[src/rtl/regfile_write_buffer.sv]
// Register file write buffer: queues WB-stage writes and drains them one per cycle.
// Pending entries stay visible to decode through a youngest-match forwarding lookup.
module regfile_write_buffer #(
  parameter int DEPTH  = 4,
  parameter int DATA_W = 16,
  localparam int PTR_W = $clog2(DEPTH),
  localparam int CNT_W = $clog2(DEPTH + 1)
) (
  input  logic              clk,
  input  logic              rst,
  input  logic              wb_valid,
  output logic              wb_ready,
  input  logic [3:0]        wb_reg,
  input  logic [DATA_W-1:0] wb_data,
  input  logic              rf_wr_stall,
  output logic [15:0]       rf_wordline,
  output logic [DATA_W-1:0] rf_wdata,
  input  logic [3:0]        fwd_reg,
  output logic              fwd_hit,
  output logic [DATA_W-1:0] fwd_data,
  output logic [CNT_W-1:0]  count,
  output logic              empty
);

  logic [PTR_W-1:0]  head_q, head_d;
  logic [PTR_W-1:0]  tail_q, tail_d;
  logic [CNT_W-1:0]  cnt_q, cnt_d;
  logic [DEPTH-1:0]  vld_q, vld_d;
  logic [3:0]        reg_q [DEPTH];
  logic [3:0]        reg_d [DEPTH];
  logic [DATA_W-1:0] dat_q [DEPTH];
  logic [DATA_W-1:0] dat_d [DEPTH];
  logic [PTR_W-1:0]  fwd_idx;
  logic              push;
  logic              pop;

  assign count    = cnt_q;
  assign empty    = (cnt_q == '0);
  assign wb_ready = !rst && (cnt_q < CNT_W'(DEPTH));
  assign pop      = !empty && !rf_wr_stall;
  // R0 writes complete the handshake but never occupy an entry
  assign push     = wb_valid && wb_ready && (wb_reg != 4'd0);

  always_comb begin
    head_d = head_q + PTR_W'(pop);
    tail_d = tail_q + PTR_W'(push);
    cnt_d  = cnt_q + CNT_W'(push) - CNT_W'(pop);
    vld_d  = vld_q;
    reg_d  = reg_q;
    dat_d  = dat_q;
    if (pop) begin
      vld_d[head_q] = 1'b0;
    end
    if (push) begin
      vld_d[tail_q] = 1'b1;
      reg_d[tail_q] = wb_reg;
      dat_d[tail_q] = wb_data;
    end
  end

  always_ff @(posedge clk or posedge rst) begin
    if (rst) begin
      head_q <= '0;
      tail_q <= '0;
      cnt_q  <= '0;
      vld_q  <= '0;
      for (int i = 0; i < DEPTH; i++) begin
        reg_q[i] <= '0;
        dat_q[i] <= '0;
      end
    end else begin
      head_q <= head_d;
      tail_q <= tail_d;
      cnt_q  <= cnt_d;
      vld_q  <= vld_d;
      for (int i = 0; i < DEPTH; i++) begin
        reg_q[i] <= reg_d[i];
        dat_q[i] <= dat_d[i];
      end
    end
  end

  always_comb begin
    rf_wordline = '0;
    rf_wdata    = '0;
    if (pop) begin
      rf_wordline[reg_q[head_q]] = 1'b1;
      rf_wdata                   = dat_q[head_q];
    end
  end

  // Scan oldest to youngest so the last match wins
  always_comb begin
    fwd_hit  = 1'b0;
    fwd_data = '0;
    fwd_idx  = '0;
    for (int i = 0; i < DEPTH; i++) begin
      fwd_idx = head_q + PTR_W'(i);
      if (fwd_reg != 4'd0 && vld_q[fwd_idx] &&
          reg_q[fwd_idx] == fwd_reg) begin
        fwd_hit  = 1'b1;
        fwd_data = dat_q[fwd_idx];
      end
    end
  end

endmodule

[config.mk]
export PLATFORM = sky130hd
export DESIGN_NAME = regfile_write_buffer
export DESIGN_NICKNAME = d
export VERILOG_FILES = /design/src/rtl/regfile_write_buffer.sv
export SDC_FILE = /design/constraint.sdc
export NUM_CORES = 1
export LEC_CHECK = 0
export ABC_CLOCK_PERIOD_IN_PS = 4900
export BUFFER_PORTS_ARGS = -buffer_cell sky130_fd_sc_hd__buf_2
export CAP_MARGIN = 20
export CORE_MARGIN = 5
export CORE_UTILIZATION = 35
export CTS_CLUSTER_DIAMETER = 120
export CTS_CLUSTER_SIZE = 16
export DETAILED_ROUTE_END_ITERATION = 6
export PLACE_DENSITY = 0.64
export SLEW_MARGIN = 15
export SYNTH_ARGS = -nofsm -noshare
export SYNTH_HDL_FRONTEND = slang
export SYNTH_SLANG_ARGS = --single-unit
[constraint.sdc]
create_clock -name clk -period 4.9 [get_ports clk]
set_clock_uncertainty 0.2 [all_clocks]
set_input_delay 0.49 -clock clk [delete_from_list [all_inputs] [get_ports clk]]
set_output_delay 0.49 -clock clk [all_outputs]
set_load 0.01 [all_outputs]
# --- Word level (Yosys, flattened, before mapping) ---
# Cells that the tools add are included.
word_totals:
  regBits: 91
  out_inout_bits: 54
classes:
  add_sub_neg: 7
  order_cmp: 16
  eq_ne: 4
  muxes: 56
  bitwise: 8
  n_reduce_logical: 22
op_table:
  columns: ["op", "n"]
  rows:
  - ["16-bit 2-to-1 mux", 15]
  - ["16-bit binary-select mux with 2-bit select", 4]
  - ["64-bit bitwise mux", 1]
  - ["4-bit 2-to-1 mux", 11]
  - ["4-bit binary-select mux with 2-bit select", 4]
  - ["16-bit demux with 2-bit select", 1]
  - ["16-bit bitwise mux", 1]
  - ["4-bit equality test", 4]
  - ["1-bit logical AND", 16]
  - ["3-bit greater-or-equal comparator (second input constant)", 5]
  - ["2-bit by 3-bit < comparator with 1-bit output (second input constant)", 5]
  - ["2-bit NOT with 3-bit output", 5]
  - ["1-bit 2-to-1 mux", 11]
  - ["1-bit binary-select mux with 2-bit select", 4]
  - ["4-bit demux with 2-bit select", 1]
  - ["4-bit nonzero test", 2]
  - ["4-bit by 5-bit < comparator with 1-bit output (second input constant)", 1]
  - ["2-bit by 1-bit adder with 2-bit output", 2]
  - ["2-bit adder (second input constant)", 2]
  - ["4-bit bitwise AND", 1]
  - ["1-bit demux with 2-bit select", 2]
  - ["1-bit demux with 4-bit select", 1]
  - ["2-bit by 1-bit greater-or-equal comparator with 1-bit output (second input constant)", 2]
  - ["4-bit by 1-bit greater-or-equal comparator with 1-bit output (second input constant)", 1]
  - ["9 further kinds", 11]

# --- Longest topological paths before layout ---
# Gate-level depths: netlist (run 1).
depth:
  ltp_word: 10
  depth_mapped: 16
  depth_no_buf: 8

# --- Least setup slack after synthesis (run 1) ---
# No wires, ideal clock.
synth_path:
  path_type: "register to output"
  startpoint: "register head_q[0]"
  endpoint: "output fwd_data[1]"
  arrival_ns: 4.107
  required_ns: 4.210
  path_slack_ns: 0.103
  path_stages_with_launch: 17
  cell_sequence: "dfrtp_1 buf_6 buf_8 buf_4 buf_2 buf_4 inv_1 ha_1 buf_2 buf_2 mux4_1 xnor2_1 nand4_1 nor3_4 buf_2 mux2_2 a221o_1"
synth_between:
  elab_chain_cells: 10
  elab_cells_between_ends: 55
  classes_between: "3 x add/sub; 4 x eq/ne; 36 x mux; 4 x bitwise; 8 x reduce/logical"
synth_rtl:
  columns: ["item", "line_no", "source"]
  rows:
  - ["start: declaration", "25", "logic [PTR_W-1:0] head_q, head_d;"]
  - ["start signal: assignment", "63", "head_q <= '0;"]
  - ["start signal: assignment", "72", "head_q <= head_d;"]
  - ["2-bit by 1-bit adder with 2-bit output / 2-bit NOT with 3-bit output (equally long branches)", "98, 100, 102", null]
  - ["2-bit NOT with 3-bit output (implied by the code) / 4-bit binary-select mux with 2-bit select (equally long branches)", "100, 102", null]
  - ["4-bit binary-select mux with 2-bit select / 4-bit 2-to-1 mux (equally long branches)", "100", "reg_q[fwd_idx] == fwd_reg) begin"]
  - ["4-bit 2-to-1 mux (implied by the code)", "100", null]
  - ["4-bit 2-to-1 mux (implied by the code) / 4-bit equality test (equally long branches)", "100", null]
  - ["4-bit equality test / 1-bit logical AND (equally long branches)", "100, 99", null]
  - ["1-bit logical AND / 16-bit 2-to-1 mux (equally long branches)", "99", "if (fwd_reg != 4'd0 && vld_q[fwd_idx] &&"]
  - ["16-bit 2-to-1 mux (2 in a row)", "99", null]
  - ["16-bit 2-to-1 mux *", "99", null]
  - ["end: declaration", "20", "output logic [DATA_W-1:0] fwd_data,"]
# Every way passes the cells marked *; elsewhere a longest branch is shown, timed or not. The select of a mux whose other input is x is not followed.

# --- Worst setup path in the final report (run 1) ---
layout_path:
  startpoint: "register head_q[0]"
  endpoint: "output fwd_data[8]"
# The elaborated chain is that of the path after synthesis.

==> results of run 1 <==
==> layout by cell type, fill, tap and decap left out, types with 2 or more instances in the layout <==
master     netlist  final
a221o_1         16     16
and2_1          17     17
buf_2           18     81
buf_4            4     13
bufinv_16        0      2
clkbuf_16        0      9
clkinv_2         0      5
dfrtp_1         91     89
ha_1             8      8
inv_1            7      6
mux2_1           3      3
mux2_2          94     94
mux4_1           2      2
mux4_2          82     82
nand2_1         16     16
nand3_1         20     20
nand3b_1         2      2
nor2_1          37     36
nor3_1           3      2
nor3_2           1      2
nor3b_1         17     17
or2_2            2      2
or4_1            2      2
xnor2_1          9      9
xor2_1          10     10
==> cell families after synthesis <==
kind of cell	count (synthesis)
fa+ha+maj	9
simple gates	122
compound gates	19
xor+xnor	20
buf+inv	51
mux	182
flops	91
==> registers in the layout, indices dropped and copies added, names as in the netlist <==
signal / flops
dat_q: 64
reg_q: 16
vld_q: 4
count: 3
head_q: 2
tail_q: 2
==> how the worst max path moves through the flow <==
stage,start,to,depth (start not counted)
6_report,head_q[0],fwd_data[8],8
5_1_grt,head_q[0],fwd_data[15],8
4_1_cts,head_q[0],fwd_data[15],8
3_5_place_dp,head_q[0],fwd_data[15],8
3_3_place_gp,head_q[0],fwd_data[15],8
2_1_floorplan,head_q[0],fwd_data[1],16
==> per-layer routing <==
metal / up-vias / wire [um]
li1: 2051 / -
met5: - / 0
met2: 169 / 9070
met1: 2450 / 7150
met3: 30 / 929
met4: 0 / 359
==> critical path, cell delays in order (launching register included) <==
cell	delay [ns]
dfrtp_4	0.42
buf_12	0.48
mux4_2	0.64
xnor2_1	0.15
nand3_1	0.72
nor2_1	0.11
mux2_2	0.29
a221o_1	0.38
buf_2	0.15
==> stage by stage <==
stage	setup WS (ns)	cells	total power [uW]	hold WS (ns)
after detailed placement	0.817	779	5050	0.322
final	0.502	795	5760	0.111
after global placement	0.851	779	4890	0.316
after CTS	0.446	795	5800	0.154
after floorplan	0.103	494	4230	0.284
after global routing	0.278	795	6140	0.190
==> area by class of cell <==
cell class,count,area share
Clock buffer,10,0.0301
Sequential cell,91,0.300
Clock inverter,6,0.0105
Timing Repair Buffer,95,0.0688
Inverter,7,0.00362
Tap cell,234,0.0385
Multi-Input combinational cell,352,0.548
==> report_power, final <==
group / internal, uW / switching (uW) / leakage (uW)
Combinational: 1900 / 1560 / 0.00194
Clock: 443 / 285 / 0.000156
Sequential: 1120 / 440 / 0.00112
Total: 3470 / 2290 / 0.00322
==> metrics.csv, run 1 <==
stage,metric,value,unit
global_routing,grt_start_max_net_pins,88,
setup_path,critPathLaunchType,register,
global_routing,globalRouteTotalUtil,0.163,
synth,yosysTopAreaCell,dfrtp_1,
clocking,cts_setup_buffers,0,
clocking,ctsResizeCount,0,
synth,synth.top_cell.area_share,0.340,
pwr,powerDensity,758,nW/um2
clocking,cts_sinks,91,
synth,ys_top_cells_by_area,"dfrtp_1 34%, mux4_2 28%, mux2_2 16%, a221o_1 2.4%, nor2_1 2.1%",
timing,period_needed,4.40,ns
synth,synth_top_family_by_area,multiplexers,
clocking,h-tree-depth,3,
timing,fmax,227,MHz
setup_path,end_kind,primary output,
die,coreArea,18800,um2
run,max_cap_violations,0,
synth,synth.most_common_cell,mux2_2,
layout,n_antenna_cell,0,
pwr,peakVddDrop,0.000370,V
synth,netlist_instances,494,
drt,avgRoutedWirePerCell,22.0,um
layout,multi_input_area,4160,um2
setup_path,r2r_cells,9,
die,pin_count,82,
drt,wirelength,17500,um
synth,synthFlopType,dfrtp_1,
synth,synth-compound-area-share,0.0282,
global_routing,met3_usage,0.0268,
synth,synth_common_cells,"94 x mux2_2, 91 x dfrtp_1, 82 x mux4_2",
timing,setup_viol,0,
setup_path,required,4.21,ns
synth,ys_ff_latch,91,
placement,place_area,7290,um2
placement,place.gp.congestion,0.788,
drt,drtPass1Iterations,5,
die,start_util,0.356,
timing,drv_slew,0,
timing,slew_headroom,0.351,
global_routing,busiest_layer,met2,
synth,synth_simple_gate_area_share,0.0991,
synth,yosys_warnings,0,
timing,fin_setup_tns,0,ns
global_routing,antenna_found_initial,0,
die,core.rowCount,50,
synth,yosysUniqueCellTypes,37,
synth,synthAdderAreaFrac,0.0180,
timing,period_share,0.898,
layout,utilization,0.405,
timing,grt_setup_unrepaired,no,
clocking,clk_path_buf_depth,2,
placement,portBuffers,81,
die,dieArea,22000,um2
setup_path,r2r_start,count[0],
synth,synth_seq_area_share,0.340,
timing,finalHoldViolCount,0,
drt,drt-vias-per-instance,5.91,
setup_path,worst-path-max-fanout,87,
setup_path,r2r_end,count[2],
clocking,clockRootBuffer,clkbuf_16,
drt,antenna_left,0,
clocking,cts_buffers,9,
synth,synth_xor_area_frac,0.0273,
die,fp.dieW,148,um
global_routing,grt-ovfl-total,0,
global_routing,grt_pass1_wl,28100,um
worst_hold_path,hold_class,input pin to asynchronous set/reset pin,
drt,drc,0,
die,die_h,148,um
global_routing,gr-usage-met2,0.290,
layout,drive_gt1_frac,0.533,
clocking,ctsHoldBuffers,0,
layout,seq_area,2280,um2
timing,tightest_slew,0.971,ns
setup_path,crit_arrival,3.71,ns
layout,fin_area,7600,um2
layout,area_growth_syn_to_layout,13.6,%
global_routing,grt_use_met1,0.203,
setup_path,path_class,register to primary output,
synth,muxShareOfSynthArea,0.449,
clocking,insertion_delay,0.34,ns
synth,synth_area,6690,um2
synth,synth_enable_flop_cells,0,
synth,syn_nets,531,
clocking,clk_pin_slew,0.06,ns
layout,fillCellCount,1770,
layout,finish.net_count,593,
drt,via_count,4700,
global_routing,grt_pass1_vias,4946,
synth,synthArstFlopShare,1.00,
placement,dp_hpwl,11700,um
synth,avgSynthCellArea,13.5,um2
drt,drtIter0Drc,401,
clocking,cts_tree,built,
setup_path,r2r_slack,2.21,ns
run_status,outcome,"complete, no violations",
pwr,p_leak,0.00322,uW
No activity file was read; power rests on OpenSTA's default activity.
==> inputs of run 2 (changes only) <==
--- a/config.mk
+++ b/config.mk
@@ -5,7 +5,7 @@
 export SDC_FILE = /design/constraint.sdc
 export NUM_CORES = 1
 export LEC_CHECK = 0
-export ABC_CLOCK_PERIOD_IN_PS = 4900
+export ABC_CLOCK_PERIOD_IN_PS = 4450
 export BUFFER_PORTS_ARGS = -buffer_cell sky130_fd_sc_hd__buf_2
 export CAP_MARGIN = 20
 export CORE_MARGIN = 5
@@ -13,7 +13,7 @@
 export CTS_CLUSTER_DIAMETER = 120
 export CTS_CLUSTER_SIZE = 16
 export DETAILED_ROUTE_END_ITERATION = 6
-export PLACE_DENSITY = 0.64
+export PLACE_DENSITY = 0.62
 export SLEW_MARGIN = 15
 export SYNTH_ARGS = -nofsm -noshare
 export SYNTH_HDL_FRONTEND = slang
==> constraint.sdc (replaced) <==
create_clock -name clk -period 4.45 [get_ports clk]
set_clock_uncertainty 0.2 [all_clocks]
set_input_delay 0.445 -clock clk [delete_from_list [all_inputs] [get_ports clk]]
set_output_delay 0.445 -clock clk [all_outputs]
set_load 0.01 [all_outputs]
==> run 2 against run 1 <==
Compared with the run above:
- register-to-register slack worse by 0.37 ns
- clock-buffer cell count up 1
- flip-flop and latch count unchanged
- final cell count up 0.63%
- final area up 0.44%
- sequential power up 11%
- worst hold slack better by 0.060 ns
- setup slack worse by 0.30 ns
- sequential share of layout area down 0.13 points
- die area unchanged
- highest routed layer is now met5
==> metrics.csv, run 2 (synthesis gave the netlist of run 1 again) <==
stage,metric,value,unit,change
run_status,outcome,"complete, no violations",,
run,max_cap_violations,0,,unchanged
global_routing,grt_pass1_vias,5040,,+1.9%
setup_path,r2r_slack,1.84,ns,-0.37 ns
setup_path,crit_arrival,3.61,ns,-0.10 ns
drt,drc,0,,unchanged
timing,period_share,0.955,,
global_routing,grt-ovfl-total,0,,unchanged
setup_path,required,3.81,ns,-0.40 ns
die,coreArea,18800,um2,unchanged
layout,fillCellCount,1789,,+1.1%
die,pin_count,82,,unchanged
die,fp.dieW,148,um,unchanged
worst_hold_path,hp-start,wb_data[11],,
placement,dp_hpwl,11300,um,-3.2%
layout,largest_register,dat_q,,
setup_path,path_common_cell,buf_4,,
clocking,clk_path_buf_depth,2,,unchanged
layout,n_antenna_cell,0,,unchanged
global_routing,globalRouteTotalUtil,0.161,,-0.00195
drt,drtIter0Drc,289,,-28%
layout,area_growth_syn_to_layout,14.1,%,
die,start_util,0.356,,unchanged
global_routing,antenna_found_initial,1,,+1
clocking,cts_buffers,9,,unchanged
pwr,powerDensity,822,nW/um2,+8.5%
drt,avgRoutedWirePerCell,21.8,um,-1.2%
clocking,ctsResizeCount,0,,unchanged
worst_hold_path,hold_class,input pin to register,,
setup_path,slowest_delay,0.50,ns,-0.22 ns
setup_path,critPathLaunchType,register,,
timing,fmax,235,MHz,
drt,drtPass1Iterations,4,,-1
setup_path,r2r_end,count[2],,
setup_path,crit_chain,inv_1 > ha_1 > buf_4 > mux4_1 > xnor2_1 > nand4_1 > nor3_4 > buf_4 > mux2_2 > a221o_1 > buf_2,,
setup_path,end_kind,primary output,,
layout,utilization,0.407,,+0.00180
placement,place.gp.congestion,0.802,,+1.7%
layout,reg_top3,"dat_q: 64 flops, reg_q: 16 flops, vld_q: 4 flops",,
worst_hold_path,holdPathStages,2,,
timing,tightest_slew,0.915,ns,-0.0560 ns
pwr,p_leak,0.00323,uW,+0.28%
clocking,cts_sinks,91,,unchanged
timing,grt_setup_unrepaired,no,,
layout,final_cell_mix,"94 x mux2_2, 89 x dfrtp_1, 82 x mux4_2",,
placement,portBuffers,81,,unchanged
timing,fin_setup_tns,0,ns,unchanged
layout,final_common_cell,mux2_2,,
global_routing,grt_pass1_wl,28000,um,-0.47%
setup_path,path_class,register to primary output,,
die,dieArea,22000,um2,unchanged
setup_path,r2r_start,count[0],,
setup_path,worst-path-max-fanout,17,,-80%
timing,setup_viol,0,,unchanged
drt,via_count,4678,,-0.47%
timing,drv_slew,0,,unchanged
layout,drive_gt1_frac,0.539,,+0.00589
timing,finalHoldViolCount,0,,unchanged
layout,largest_register_ffs,64,,unchanged
global_routing,grt_start_max_net_pins,60,,-32%
drt,antenna_left,0,,unchanged
worst_hold_path,min_to,dat_q[27],,
timing,slew_headroom,0.390,,+0.0391
clocking,insertion_delay,0.35,ns,about the same
drt,drt-vias-per-instance,5.85,,-1.1%
clocking,clk_pin_slew,0.06,ns,about the same
clocking,clockRootBuffer,clkbuf_16,,
clocking,h-tree-depth,3,,unchanged
setup_path,cp_slowest_cell,dfrtp_4,,
die,core.rowCount,50,,unchanged
timing,period_needed,4.25,ns,
drt,wirelength,17400,um,-0.59%
setup_path,r2r_cells,9,,unchanged
die,die_h,148,um,unchanged
pwr,peakVddDrop,0.000258,V,-30%
clocking,cts_tree,built,,
layout,finish.net_count,598,,+0.84%
-- run 2: cell types whose count changed in the layout (fill, tap and decap cells not counted) --
cell           previous run  this run
buf_4                    13        17
bufinv_16                 2         0
dlygate4sd3_1             0         1
clkbuf_8                  0         2
buf_12                    1         0
clkinv_2                  5         2
buf_16                    0         1
clkinvlp_4                0         2
clkinv_4                  0         2
nand3_1                  20        19
nand3_2                   0         1
clkbuf_1                  1         0
-- run 2: cell type report --
class | count | area (um2) | area share
Inverter | 7 | 27.5 | 0.00361
Tap cell | 234 | 293 | 0.0384
Timing Repair Buffer | 100 | 571 | 0.0748
Sequential cell | 91 | 2280 | 0.299
Multi-Input combinational cell | 352 | 4170 | 0.546
Clock buffer | 11 | 253 | 0.0331
Clock inverter | 5 | 37.5 | 0.00492
-- run 2: layer usage --
metal | wire, um | GRT usage | vias up
met5 | 11 | 0 | -
li1 | - | - | 2053
met3 | 874 | 0.0360 | 24
met2 | 9180 | 0.282 | 137
met4 | 358 | 0.0490 | 2
met1 | 6980 | 0.199 | 2462
-- run 2: stage by stage --
stage | worst slack (ns) | power, uW | instance area (um2) | hold WS [ns] | instances
2_1_floorplan | 0.0324 | 4690 | 6720 | 0.284 | 494
3_3_place_gp | 0.593 | 5400 | 7300 | 0.322 | 782
3_5_place_dp | 0.562 | 5570 | 7300 | 0.332 | 782
4_1_cts | 0.176 | 6320 | 7590 | 0.144 | 798
5_1_grt | 0.0255 | 6710 | 7630 | 0.177 | 800
6_report | 0.200 | 6270 | 7630 | 0.171 | 800
-- run 2: critical path: cells and delay by family (launching register included) --
| family | cells | cell delay (ns) |
|---|---|---|
| AO/OA/AOI/OAI | 1 | 0.37 |
| AND/OR/NAND/NOR | 2 | 0.36 |
| flip-flops | 1 | 0.50 |
| multiplexers | 2 | 0.70 |
| XOR/XNOR | 1 | 0.17 |
| adder cells (fa/ha/maj) | 1 | 0.33 |
| buffers and inverters | 4 | 0.80 |
-- run 2: what timing repair did --
action	4_1_cts	5_1_grt
setup buffers	0	0
setup endpoints to repair	0	0
hold buffers	0	1
endpoints found under the hold margin	0	13
-- run 2: report_power, final --
group	internal, uW	switching (uW)	total (uW)
combinational	2110	1690	3800
clock	410	328	738
sequential	1240	498	1730
total	3750	2520	6270
-- run 2: how the worst max path moves through the flow --
| stage | startpoint | end | slack [ns] | cells after the start |
|---|---|---|---|---|
| 6_report | head_q[0] | fwd_data[12] | 0.20 | 11 |
| 4_1_cts | head_q[0] | fwd_data[15] | 0.18 | 11 |
| 2_1_floorplan | head_q[0] | fwd_data[1] | 0.03 | 15 |
| 3_3_place_gp | head_q[0] | fwd_data[15] | 0.59 | 9 |
| 3_5_place_dp | head_q[0] | fwd_data[7] | 0.56 | 9 |
| 5_1_grt | head_q[0] | fwd_data[8] | 0.03 | 11 |
